--- src/rtl/memory_stage.sv ---
// Memory stage: runs loads/stores on a req/gnt/rvalid data bus and registers the
// writeback bundle. State | meaning: IDLE accept op | REQ request until gnt | RESP wait rvalid
module memory_stage #(
    parameter int XLEN    = 32,
    parameter int TIMEOUT = 64
) (
    input  logic            clk_i,
    input  logic            reset_i,
    input  logic            ex_valid_i,
    input  logic [XLEN-1:0] ex_alu_y_i,
    input  logic [XLEN-1:0] ex_rrd2_i,
    input  logic [4:0]      ex_rd_i,
    input  logic            ex_regwe_i,
    input  logic            ex_mem_re_i,
    input  logic            ex_mem_we_i,
    input  logic [1:0]      ex_mem_size_i,
    input  logic            ex_mem_unsigned_i,
    output logic            stall_o,
    output logic            dmem_req_o,
    output logic            dmem_we_o,
    output logic [XLEN-1:0] dmem_addr_o,
    output logic [3:0]      dmem_be_o,
    output logic [XLEN-1:0] dmem_wdata_o,
    input  logic            dmem_gnt_i,
    input  logic            dmem_rvalid_i,
    input  logic [XLEN-1:0] dmem_rdata_i,
    output logic            wb_valid_o,
    output logic            wb_regwe_o,
    output logic [4:0]      wb_regwa_o,
    output logic [XLEN-1:0] wb_regwd_o,
    output logic            misalign_o,
    output logic            bus_err_o
);

    typedef enum logic [1:0] {IDLE, REQ, RESP} state_e;

    localparam int CW = $clog2(TIMEOUT + 1);
    localparam logic [CW-1:0] TMO_LAST = CW'(TIMEOUT - 1);

    state_e          state_q, state_d;
    logic [CW-1:0]   cnt_q, cnt_d;

    logic            is_store_q, is_store_d;
    logic [XLEN-1:0] addr_q, addr_d;
    logic [3:0]      be_q, be_d;
    logic [XLEN-1:0] wdata_q, wdata_d;
    logic [4:0]      rd_q, rd_d;
    logic            regwe_q, regwe_d;
    logic [1:0]      size_q, size_d;
    logic            uns_q, uns_d;
    logic [1:0]      off_q, off_d;

    logic            wb_valid_q, wb_valid_d;
    logic            wb_regwe_q, wb_regwe_d;
    logic [4:0]      wb_regwa_q, wb_regwa_d;
    logic [XLEN-1:0] wb_regwd_q, wb_regwd_d;
    logic            misalign_q, misalign_d;
    logic            bus_err_q, bus_err_d;

    logic            mem_op;
    logic            misaligned;
    logic [1:0]      ex_off;
    logic            tmo;
    logic [7:0]      lane8;
    logic [15:0]     lane16;
    logic [XLEN-1:0] load_data;
    logic [3:0]      be_new;
    logic [XLEN-1:0] wdata_new;

    assign mem_op = ex_mem_re_i | ex_mem_we_i;
    assign ex_off = ex_alu_y_i[1:0];
    assign tmo    = (cnt_q == TMO_LAST);

    always_comb begin
        misaligned = 1'b0;
        be_new     = 4'b1111;
        wdata_new  = ex_rrd2_i;
        case (ex_mem_size_i)
            2'b00: begin
                be_new    = 4'b0001 << ex_off;
                wdata_new = {(XLEN/8){ex_rrd2_i[7:0]}};
            end
            2'b01: begin
                misaligned = ex_off[0];
                be_new     = 4'b0011 << ex_off;
                wdata_new  = {(XLEN/16){ex_rrd2_i[15:0]}};
            end
            2'b10:   misaligned = (ex_off != 2'b00);
            default: misaligned = 1'b1;
        endcase
    end

    // Lane extraction uses the offset captured at accept, not the live EX address.
    assign lane8  = dmem_rdata_i[{off_q, 3'b000} +: 8];
    assign lane16 = dmem_rdata_i[{off_q[1], 4'b0000} +: 16];

    always_comb begin
        case (size_q)
            2'b00:   load_data = uns_q ? {{(XLEN-8){1'b0}}, lane8}
                                       : {{(XLEN-8){lane8[7]}}, lane8};
            2'b01:   load_data = uns_q ? {{(XLEN-16){1'b0}}, lane16}
                                       : {{(XLEN-16){lane16[15]}}, lane16};
            default: load_data = dmem_rdata_i;
        endcase
    end

    always_comb begin
        state_d    = state_q;
        cnt_d      = cnt_q;
        is_store_d = is_store_q;
        addr_d     = addr_q;
        be_d       = be_q;
        wdata_d    = wdata_q;
        rd_d       = rd_q;
        regwe_d    = regwe_q;
        size_d     = size_q;
        uns_d      = uns_q;
        off_d      = off_q;
        wb_valid_d = 1'b0;
        wb_regwe_d = 1'b0;
        wb_regwa_d = wb_regwa_q;
        wb_regwd_d = wb_regwd_q;
        misalign_d = 1'b0;
        bus_err_d  = 1'b0;
        stall_o    = 1'b0;
        dmem_req_o = 1'b0;

        case (state_q)
            IDLE: begin
                cnt_d = '0;
                if (ex_valid_i) begin
                    if (!mem_op) begin
                        wb_valid_d = 1'b1;
                        wb_regwe_d = ex_regwe_i;
                        wb_regwa_d = ex_rd_i;
                        wb_regwd_d = ex_alu_y_i;
                    end else if (misaligned) begin
                        wb_valid_d = 1'b1;
                        wb_regwa_d = ex_rd_i;
                        misalign_d = 1'b1;
                    end else begin
                        is_store_d = ex_mem_we_i;
                        addr_d     = {ex_alu_y_i[XLEN-1:2], 2'b00};
                        be_d       = be_new;
                        wdata_d    = wdata_new;
                        rd_d       = ex_rd_i;
                        regwe_d    = ex_regwe_i;
                        size_d     = ex_mem_size_i;
                        uns_d      = ex_mem_unsigned_i;
                        off_d      = ex_off;
                        state_d    = REQ;
                        stall_o    = 1'b1;
                    end
                end
            end
            REQ: begin
                dmem_req_o = 1'b1;
                cnt_d      = cnt_q + CW'(1);
                if (dmem_gnt_i && is_store_q) begin
                    wb_valid_d = 1'b1;
                    wb_regwa_d = rd_q;
                    state_d    = IDLE;
                    cnt_d      = '0;
                end else if (tmo) begin
                    wb_valid_d = 1'b1;
                    wb_regwa_d = rd_q;
                    bus_err_d  = 1'b1;
                    state_d    = IDLE;
                    cnt_d      = '0;
                end else begin
                    stall_o = 1'b1;
                    if (dmem_gnt_i) state_d = RESP;
                end
            end
            RESP: begin
                cnt_d = cnt_q + CW'(1);
                if (dmem_rvalid_i) begin
                    wb_valid_d = 1'b1;
                    wb_regwe_d = regwe_q && (rd_q != 5'd0);
                    wb_regwa_d = rd_q;
                    wb_regwd_d = load_data;
                    state_d    = IDLE;
                    cnt_d      = '0;
                end else if (tmo) begin
                    wb_valid_d = 1'b1;
                    wb_regwa_d = rd_q;
                    bus_err_d  = 1'b1;
                    state_d    = IDLE;
                    cnt_d      = '0;
                end else begin
                    stall_o = 1'b1;
                end
            end
            default: begin
                state_d = IDLE;
                cnt_d   = '0;
            end
        endcase
    end

    always_ff @(posedge clk_i) begin
        if (!reset_i) begin
            state_q    <= IDLE;
            cnt_q      <= '0;
            is_store_q <= 1'b0;
            addr_q     <= '0;
            be_q       <= '0;
            wdata_q    <= '0;
            rd_q       <= '0;
            regwe_q    <= 1'b0;
            size_q     <= '0;
            uns_q      <= 1'b0;
            off_q      <= '0;
            wb_valid_q <= 1'b0;
            wb_regwe_q <= 1'b0;
            wb_regwa_q <= '0;
            wb_regwd_q <= '0;
            misalign_q <= 1'b0;
            bus_err_q  <= 1'b0;
        end else begin
            state_q    <= state_d;
            cnt_q      <= cnt_d;
            is_store_q <= is_store_d;
            addr_q     <= addr_d;
            be_q       <= be_d;
            wdata_q    <= wdata_d;
            rd_q       <= rd_d;
            regwe_q    <= regwe_d;
            size_q     <= size_d;
            uns_q      <= uns_d;
            off_q      <= off_d;
            wb_valid_q <= wb_valid_d;
            wb_regwe_q <= wb_regwe_d;
            wb_regwa_q <= wb_regwa_d;
            wb_regwd_q <= wb_regwd_d;
            misalign_q <= misalign_d;
            bus_err_q  <= bus_err_d;
        end
    end

    assign dmem_we_o    = dmem_req_o & is_store_q;
    assign dmem_addr_o  = addr_q;
    assign dmem_be_o    = be_q;
    assign dmem_wdata_o = wdata_q;

    assign wb_valid_o = wb_valid_q;
    assign wb_regwe_o = wb_regwe_q;
    assign wb_regwa_o = wb_regwa_q;
    assign wb_regwd_o = wb_regwd_q;
    assign misalign_o = misalign_q;
    assign bus_err_o  = bus_err_q;

endmodule

--- config.mk ---
export PLATFORM = sky130hd
export DESIGN_NAME = memory_stage
export DESIGN_NICKNAME = d
export VERILOG_FILES = /design/src/rtl/memory_stage.sv
export SDC_FILE = /design/constraint.sdc
export NUM_CORES = 1
export LEC_CHECK = 0
export CAP_MARGIN = 20
export CORE_MARGIN = 4
export CORE_UTILIZATION = 32
export CTS_CLUSTER_SIZE = 16
export DETAILED_ROUTE_END_ITERATION = 16
export HOLD_SLACK_MARGIN = 0.06
export PLACE_DENSITY = 0.66
export SLEW_MARGIN = 25
export SYNTH_ARGS = -nofsm -noshare
export SYNTH_HDL_FRONTEND = slang
export SYNTH_SLANG_ARGS = --single-unit
--- constraint.sdc ---
create_clock -name clk_i -period 4.94 [get_ports clk_i]
set_input_delay 1.482 -clock clk_i [delete_from_list [all_inputs] [get_ports clk_i]]
set_output_delay 1.482 -clock clk_i [all_outputs]
set_load 0.005 [all_outputs]
==> summary.txt <==
RUN STATUS
---------------------------------------------------------------------------------
Status                                                               finished, final reports clean

CRITICAL PATH
---------------------------------------------------------------------------------
CP required                                                               3.46 ns
Reg2Reg Setup Slack                                                       2.48 ns
Data arrival at the endpoint of the critical path                         3.29 ns
Critical path launch point                                           ex_alu_y_i[0]
Largest delay share family, worst path                               buffers and inverters
Count of buffer and inverter cells on the critical path                         2
Type of the worst setup path                                               in2out
Series of cell instances along the critical path                     clkdlybuf4s50_1 > nor3_4 > nor2_2 > nor3_4 > nor2_1 > nor2_1 > clkdlybuf4s50_1
Critical-path cell with the highest stage delay                      clkdlybuf4s50_1
CP startpoint kind                                                     input port
RR Endpoint                                                          wb_regwd_o[14]$_SDFFE_PN0P_
Slowest stage delay, CP                                                   0.55 ns
Worst-case reg-to-reg path depth                                                9
CP Max Fanout                                                                   5
Launch point of the worst reg-to-reg path                            state_q[0]$_SDFFE_PN0P_
Kind of capture point of the worst setup path                          output pin

DETAILED ROUTING
---------------------------------------------------------------------------------
Post-detailed-route via-to-cell ratio                                        5.07
Post-route DRC                                                                  0
Antenna Nets Post-Route                                                         0
Total via count after detailed routing                                       5955
Router iterations before antenna repair                                         5
Routed wire length                                                       20800 um
Wire length per cell                                                      17.7 um
DR iter-0 viols                                                               269

SYNTHESIS
---------------------------------------------------------------------------------
Number of warning messages in the yosys log                                     0
Total standard cell area after synthesis                                 6080 um2
Share of synthesized area occupied by flip-flops and latches                42.2%
Most frequent cell after synthesis                                        nand2_1
Cell taking the most area after synthesis                                 dfxtp_1
Proportion of netlist area held by the largest area contributor             42.2%
Mapped Cells                                                                  731
Top cells by area in the synthesized netlist                         dfxtp_1 42%, nand2_1 11%, a21boi_0 5.9%
Commonest cells in the netlist                                       180 x nand2_1, 128 x dfxtp_1, 48 x a21boi_0
Number of synthesized flops with an enable pin                                  0
Average instance area after synthesis                                    8.31 um2
Fraction of synthesis flops using an asynchronous set or reset pin             0%
Post-synthesis register bit count                                             128
Most used flip-flop cell after synthesis                                  dfxtp_1
Distinct cell type count of the synthesized netlist                            56

RUN
---------------------------------------------------------------------------------
Max capacitance violation total                                                 0

TIMING
---------------------------------------------------------------------------------
Hold Slack                                                               0.443 ns
Final-report max-slew violation count                                           0
Worst setup slack after layout                                           0.164 ns
Final worst path period need                                              4.78 ns
Relative slew slack                                                         43.6%
Final setup violation count                                                     0
Fmax                                                                      209 MHz
Total negative slack                                                         0 ns
RSZ-0062 raised after global routing                                           no
Final worst-path cycle share                                                96.7%
Final Skew                                                             0.00552 ns
Number of hold violations in the final report                                   0
Transition time at the pin with the least slew margin                    0.844 ns

PLACEMENT
---------------------------------------------------------------------------------
Post-Place Setup Slack                                                   0.129 ns
Final weighted congestion of routability-driven global placement            0.827
Placed wire-length estimate after detailed placement                     14800 um
Buffers on Ports                                                              221
Cell count after placement                                                   1146

LAYOUT
---------------------------------------------------------------------------------
Count of non-filler cells in the finished layout                             1174
Fraction of layout instances using a drive strength above 1                 7.02%
Area Overhead vs Synth                                                      48.6%
Layout Utilization                                                          48.3%
Final nets                                                                   1048
Diodes inserted                                                                 0

CLOCKING
---------------------------------------------------------------------------------
CTS sink cnt                                                                  128
Number of buffers between clock root and the deepest sink                       2
Clock buffer count from CTS                                                    17
Register clock-pin slew on the reported worst setup and hold paths        0.05 ns
Number of H-tree levels                                                         4
CTS tree                                                                     done
Worst skew pair latency                                                   0.42 ns
Cell chosen for the clock root                                          clkbuf_16
Setup Fix Bufs, Post-CTS                                                        0

PWR
---------------------------------------------------------------------------------
Sw power                                                                 0.721 mW
Sequential group share of total power                                       39.4%
Internal power                                                            2.18 mW
Fraction of power consumed by combinational cells                           17.7%
Power density normalized to cell area                                  321 nW/um2
Clock Power Share                                                           42.9%
Maximum resistive drop on vdd                                          0.000229 V
Cell leakage power                                                        3.54 nW
Net switching share of the total power                                      24.8%

WORST HOLD PATH
---------------------------------------------------------------------------------
Type of the most critical hold path                                       reg2reg
Worst hold stages                                                               1
Start point of the worst hold path                                   cnt_q[0]$_SDFF_PN0_
Hold endpoint                                                        cnt_q[0]$_SDFF_PN0_

GLOBAL ROUTE
---------------------------------------------------------------------------------
Grt ovf                                                                         0
First-pass GRT wire length                                               32300 um
Total Routing Usage GR                                                      19.1%
Maximum number of pins on one net before global-route repair                   97
Number of global-route vias before repair                                    5682
Antenna violations before repair                                                0

FLOORPLANNING
---------------------------------------------------------------------------------
Effective utilization at floorplan                                          32.5%
Die outline area                                                        21300 um2
Number of placement rows                                                       50
Vertical die dimension                                                     146 um
# IOs                                                                         224
Width of the die                                                           146 um
Core box area                                                           18700 um2

sequential cells by signal, indices dropped and copies added (netlist names):
signal        flops
bus_err_o         1
cnt_q             7
dmem_addr_o      30
dmem_be_o         4
dmem_wdata_o     32
is_store_q        1
misalign_o        1
off_q             2
rd_q              5
regwe_q           1
size_q            2
state_q           2
uns_q             1
wb_regwa_o        5
wb_regwd_o       32
wb_regwe_o        1
wb_valid_o        1
layout make-up:
type / instances / area [um2]
inverter: 7 / 26.3
fill: 1841 / 9670
sequential: 128 / 2560
tap: 234 / 293
clock inverter: 5 / 80.1
clock buffer: 23 / 498
multi-input combinational: 542 / 3250
timing repair buffer: 235 / 2320
cells by family after synthesis:
family          after synthesis  synth area share (%)
compound gates              229                  27.5
xor+xnor                      3                 0.432
fa+ha+maj                     5                  1.03
buf+inv                      62                  4.71
flops                       128                  42.2
mux                          27                  5.00
other cells                   1                0.0617
simple gates                276                  19.1
power by group through the flow:
stage / Sequential (mW) / Combinational, mW / Clock [mW]
after floorplan: 1.16 / 0.217 / 0
after global placement: 1.16 / 0.514 / 0
after detailed placement: 1.17 / 0.515 / 0
after CTS: 1.15 / 0.518 / 1.28
after global routing: 1.15 / 0.559 / 1.31
final: 1.15 / 0.512 / 1.25
how the worst max path moves through the flow:
stage | cells past startpoint | endpoint
2_1_floorplan | 7 | stall_o
3_3_place_gp | 8 | stall_o
3_5_place_dp | 7 | stall_o
4_1_cts | 7 | stall_o
5_1_grt | 8 | stall_o
6_report | 7 | stall_o
cell usage in the layout (no fill, tap or decap), types with 2 or more instances in the layout:
cell	n
nor3_4	2
o211ai_1	10
clkdlybuf4s50_1	219
inv_1	6
and2_1	2
nand2_1	180
nor2_1	45
o21ai_0	36
ha_1	4
clkinvlp_4	2
conb_1	2
a21boi_1	16
xnor2_1	2
mux4_2	2
a311o_1	5
nand2b_1	12
clkbuf_8	5
a21o_1	31
buf_4	13
a31oi_1	8
a211oi_1	24
nand3_1	14
dfxtp_1	128
a21oi_2	2
o21ai_1	2
o211a_1	18
nor3b_1	2
and3_1	3
o22ai_1	14
mux2i_1	18
bufinv_16	2
a21boi_0	48
nand4_1	3
mux2_2	7
a21oi_1	5
clkbuf_16	17
nor3_1	4
layer usage:
layer  routed length [um]  GRT usage [%]  vias up  part of all wire (%)
li1                     -              -     2949                     -
met1                 9260           24.9     2759                    45
met2                 9490           30.2      227                    46
met3                 1680           5.70       20                   8.1
met4                  379           6.27        0                   1.8
met5                    0              0        -                     0
metrics by stage:
step | total power [mW] | area [um2]
final | 2.90 | 9030
after global placement | 1.68 | 8440
after CTS | 2.94 | 9020
after global routing | 3.02 | 9030
after floorplan | 1.38 | 6080
after detailed placement | 1.68 | 8440
what timing repair did:
action / CTS / global route
resized for setup: 0 / 3
hold buffers: 0 / 0
endpoints found under the setup margin: 0 / 1
No activity file was read; power rests on OpenSTA's default activity.
